**src/rtl/osd_stm_trace_arb.sv**
```systemverilog
// Round-robin arbiter sharing one STM trace event port between NUM_SRC sources.
// Optional in-band overflow reporting is enabled with `define OSD_STM_ARB_OVF_EVENT_EN.
module osd_stm_trace_arb #(
  parameter int          NUM_SRC = 4,
  parameter logic [15:0] OVF_ID  = 16'hFFFF,
  parameter int          CNT_W   = 16
) (
  input  logic                     clk,
  input  logic                     rst_n,
  input  logic [NUM_SRC-1:0]       src_en,
  input  logic [NUM_SRC-1:0]       src_valid,
  input  logic [NUM_SRC*16-1:0]    src_id,
  input  logic [NUM_SRC*64-1:0]    src_value,
  output logic                     trace_valid,
  output logic [15:0]              trace_id,
  output logic [63:0]              trace_value,
  output logic [NUM_SRC*CNT_W-1:0] ovf_count,
  input  logic [NUM_SRC-1:0]       ovf_clr,
  output logic                     busy
);

  localparam int PTR_W = $clog2(NUM_SRC);

  logic [NUM_SRC-1:0] occupied_reg;
  logic [15:0]        hold_id_reg    [NUM_SRC];
  logic [63:0]        hold_value_reg [NUM_SRC];
  logic [CNT_W-1:0]   cnt_reg        [NUM_SRC];
  logic [PTR_W-1:0]   ptr_reg;

  logic [NUM_SRC-1:0] req;
  logic [NUM_SRC-1:0] ovf_pend;
  logic [NUM_SRC-1:0] load;
  logic [NUM_SRC-1:0] consume;
  logic [NUM_SRC-1:0] drop;
  logic [NUM_SRC-1:0] ovf_sel;
  logic               grant_valid;
  logic [PTR_W-1:0]   grant_idx;
  logic [15:0]        sel_id;
  logic [63:0]        sel_value;

  // Per-source capture decisions: a granted held event frees its slot for a same-cycle load.
  for (genvar gi = 0; gi < NUM_SRC; gi++) begin : g_src
    logic granted;
    logic fire;

`ifdef OSD_STM_ARB_OVF_EVENT_EN
    assign ovf_pend[gi] = (cnt_reg[gi] != '0);
`else
    assign ovf_pend[gi] = 1'b0;
`endif

    assign granted     = grant_valid && (grant_idx == PTR_W'(gi));
    assign fire        = src_en[gi] & src_valid[gi];
    assign ovf_sel[gi] = granted & ovf_pend[gi];
    assign consume[gi] = granted & ~ovf_pend[gi];
    assign load[gi]    = fire & (~occupied_reg[gi] | consume[gi]);
    assign drop[gi]    = fire & ~load[gi];
    assign req[gi]     = occupied_reg[gi] | ovf_pend[gi];
    assign ovf_count[gi*CNT_W +: CNT_W] = cnt_reg[gi];
  end

  // Scan from farthest to nearest so the first requester at or after ptr wins.
  always_comb begin
    grant_valid = 1'b0;
    grant_idx   = '0;
    for (int k = NUM_SRC - 1; k >= 0; k--) begin
      int idx;
      idx = int'(ptr_reg) + k;
      if (idx >= NUM_SRC) idx = idx - NUM_SRC;
      if (req[idx]) begin
        grant_valid = 1'b1;
        grant_idx   = PTR_W'(idx);
      end
    end
  end

  always_comb begin
    sel_id    = hold_id_reg[grant_idx];
    sel_value = hold_value_reg[grant_idx];
    if (ovf_pend[grant_idx]) begin
      sel_id    = OVF_ID;
      sel_value = {32'h0, 16'(grant_idx), 16'(cnt_reg[grant_idx])};
    end
  end

  assign busy = |occupied_reg;

  always_ff @(posedge clk or negedge rst_n) begin
    if (!rst_n) begin
      occupied_reg <= '0;
      ptr_reg      <= '0;
      trace_valid  <= 1'b0;
      trace_id     <= '0;
      trace_value  <= '0;
      for (int i = 0; i < NUM_SRC; i++) begin
        hold_id_reg[i]    <= '0;
        hold_value_reg[i] <= '0;
        cnt_reg[i]        <= '0;
      end
    end else begin
      trace_valid <= grant_valid;
      if (grant_valid) begin
        trace_id    <= sel_id;
        trace_value <= sel_value;
        ptr_reg     <= (grant_idx == PTR_W'(NUM_SRC - 1)) ? '0 : grant_idx + 1'b1;
      end
      for (int i = 0; i < NUM_SRC; i++) begin
        occupied_reg[i] <= load[i] | (occupied_reg[i] & ~consume[i]);
        if (load[i]) begin
          hold_id_reg[i]    <= src_id[16*i +: 16];
          hold_value_reg[i] <= src_value[64*i +: 64];
        end
        // A clear or a reported overflow restarts the count, keeping a same-cycle drop.
        if (ovf_clr[i] || ovf_sel[i]) begin
          cnt_reg[i] <= drop[i] ? CNT_W'(1) : '0;
        end else if (drop[i] && (cnt_reg[i] != '1)) begin
          cnt_reg[i] <= cnt_reg[i] + 1'b1;
        end
      end
    end
  end

endmodule

```
**config.mk**
```make
export PLATFORM = sky130hd
export DESIGN_NAME = osd_stm_trace_arb
export DESIGN_NICKNAME = d
export VERILOG_FILES = /design/src/rtl/osd_stm_trace_arb.sv
export SDC_FILE = /design/constraint.sdc
export NUM_CORES = 1
export LEC_CHECK = 0
export CAP_MARGIN = 25
export CORE_ASPECT_RATIO = 0.9
export CORE_MARGIN = 2
export CORE_UTILIZATION = 35
export CTS_CLUSTER_SIZE = 30
export DETAILED_ROUTE_END_ITERATION = 12
export PLACE_DENSITY = 0.63
export SLEW_MARGIN = 20
export SYNTH_ARGS = -nofsm -noshare
export SYNTH_HDL_FRONTEND = slang
export SYNTH_SLANG_ARGS = --single-unit
```
**constraint.sdc**
```tcl
create_clock -name clk -period 4.7 [get_ports clk]
set_input_delay 0.47 -clock clk [delete_from_list [all_inputs] [get_ports clk]]
set_output_delay 0.47 -clock clk [all_outputs]
set_load 0.005 [all_outputs]
```
==> metrics <==
initial antenna violation count=24; CTS Buf Count=53; worst path required time=4.23 ns; status=finished, final reports clean; fillcell total=5358; vias=16230; setup TNS=0 ns; Top FF cell, synth=dfrtp_1; Yosys Warn Count=0; GP Congestion=0.8761; max_cap viols=0; latest clock arrival within the worst-skew pair=0.60 ns; synth-to-layout area growth=35.44%; fin nets=2472; critical path start-end classification=reg -> out; Routed Antenna Nets=0; type of origin of the critical path=register; CTS Buffer Depth=3; worst slew pin tran=1.103 ns; CTS tree=done; die area=62450 sq um; PortBufs=479; num rows=85; GR Overflow Total=0; DPL Wire Length=45450 um; postcts setup bufs=0; Hold Crit Class=in -> reg; vias in the first global route=17030; Lkg Pwr=0.01156 uW; largest net degree at the start of global routing=116; max reg flops=256; RSZ-0062 raised after global routing=false; GRT Util Overall=0.2137; width of the die=263.2 um; most frequent cells in the layout=478 x clkdlybuf4s50_1, 471 x dfrtp_1, 333 x mux2_2, 93 x a21oi_1, 77 x nand3_1; most common cell after layout, fill and taps aside=clkdlybuf4s50_1; CP arrival=2.74 ns; clk_skew=0.02965 ns; Synth Area per Inst=12.50 sq um; Power Dens Cells=624.7 nW/um^2; CTS root buf=clkbuf_16; first-pass GRT wire length=103500 um; placed inst area=26830 sq um; Post-synth ARST share=1.000; clk sinks=471; final instance area=28660 sq um; Remaining DRCs=0; post-synthesis sequential area ratio=0.5570; Final Cycle Share=0.6828; #FFs+latches synth=471; fin crit period=3.209 ns; I/O Pins=480; Mapped Nets=2031; Worst-path clk slew=0.06 ns; Setup-failing EPs final=0; CP Capture Type=primary output; DRT iter0 DRCs=1096; drt first pass iters=5; Post-Route WL=67460 um; max_slew headroom=0.2646; post-synthesis instance area=21160 sq um; fmax=0.3116 GHz; final hold viol count=0; core area=59770 sq um; final core utilization=0.4795; Post-synth EDFFs=0; Avg Vias per Cell=5.457; Final Power=17910 uW; Max IR drop VDD=0.6137 mV; Initial Util=0.3541; die height=237.3 um; cell count after synthesis=1693; Netlist cell types=59; fin. max-slew vios=0; Avg WL per Cell=22.68 um; Max FO, Critical Path=17; H-Tree Depth=2; layout cells sized above 1=0.2175
-- critical path, cell delays in order, from the launching register on --
cell	delay, ns
dfrtp_1	0.53
nor4_2	0.67
buf_4	0.41
inv_1	0.09
clkdlybuf4s50_1	0.45
-- kinds of logic after synthesis --
| group | synth area share |
|---|---|
| multiplexers | 0.2166 |
| adder cells (fa/ha/maj) | 0.002365 |
| flip-flops | 0.5570 |
| AO/OA/AOI/OAI | 0.1094 |
| buffers and inverters | 0.02661 |
| AND/OR/NAND/NOR | 0.08686 |
| XOR/XNOR | 0.001242 |
-- layer usage --
metal	track usage	share of wire
met1	0.2766	0.42
met2	0.3445	0.47
met3	0.05511	0.068
met4	0.08260	0.034
met5	0	0.0022
-- repair_timing --
| action | 4_1_cts | 5_1_grt |
|---|---|---|
| resized for setup | 0 | 0 |
| hold buffers | 1 | 0 |
| endpoints found under the hold margin | 90 | 0 |
-- path summary, 6_finish.rpt --
path	start	endpoint	slack, ns	cells after the start
max in group asynchronous	rst_n	hold_value_reg[28]	2.95	3
hold / removal	src_value[166]	hold_value_reg[102]	0.48	2
setup reg to reg	occupied_reg[3]	trace_value[24]	1.68	6
hold reg to reg	hold_value_reg[41]	hold_value_reg[41]	0.50	1
setup / recovery	occupied_reg[1]	busy	1.49	4
min in group asynchronous	rst_n	hold_value_reg[189]	0.49	2
-- cell usage after synthesis, drive strengths merged (2+ instances only) --
cell,instances,area share
and4,7,0.0029
o2111ai,3,0.0012
nand2b,7,0.0021
a21oi,94,0.022
mux2i,36,0.017
nand2,35,0.0066
a21o,5,0.0018
xnor2,2,0.00083
a21boi,2,0.00071
or3,7,0.0021
or4,29,0.010
a211o,3,0.0012
and3,43,0.013
nand3,80,0.019
dfrtp,471,0.56
and2,4,0.0012
nand4,13,0.0038
a221o,45,0.021
o41ai,5,0.0021
o21ba,2,0.00095
nand3b,2,0.00071
o21ai,64,0.015
nor4,8,0.0024
buf,46,0.012
clkbuf,73,0.013
o311ai,2,0.00083
nor2b,17,0.0050
mux2,375,0.20
nor3,8,0.0019
or4b,3,0.0014
ha,4,0.0024
inv,12,0.0021
nor2,64,0.011
a211oi,73,0.026
o31ai,27,0.0096
or2,7,0.0021
-- stage by stage --
stage / worst slack, ns / cells / hold slack (ns)
6_report: 1.491 / 2974 / 0.4796
3_5_place_dp: 1.720 / 2861 / 0.4849
3_3_place_gp: 1.819 / 2860 / 0.4799
5_1_grt: 1.295 / 2973 / 0.4463
2_1_floorplan: 2.589 / 1693 / 0.1744
4_1_cts: 1.405 / 2962 / 0.4363
-- report_power, final --
part	internal [uW]	total, uW	switching, uW
combinational	3510	7020	3510
sequential	5710	6650	940
clock	2500	4230	1730
total	11700	17900	6180
-- cell type report --
type / count / area [sq um] / share of cell area
Timing Repair Buffer: 505 / 5097 / 0.1778
Tap cell: 783 / 979.7 / 0.03418
Inverter: 12 / 45.04 / 0.001572
Multi-Input combinational cell: 1091 / 8935 / 0.3117
Sequential cell: 471 / 11790 / 0.4112
Clock inverter: 21 / 244.0 / 0.008513
Antenna cell: 12 / 30.03 / 0.001048
Clock buffer: 79 / 1544 / 0.05387
Note: power is estimated with default switching activity, not from simulation.
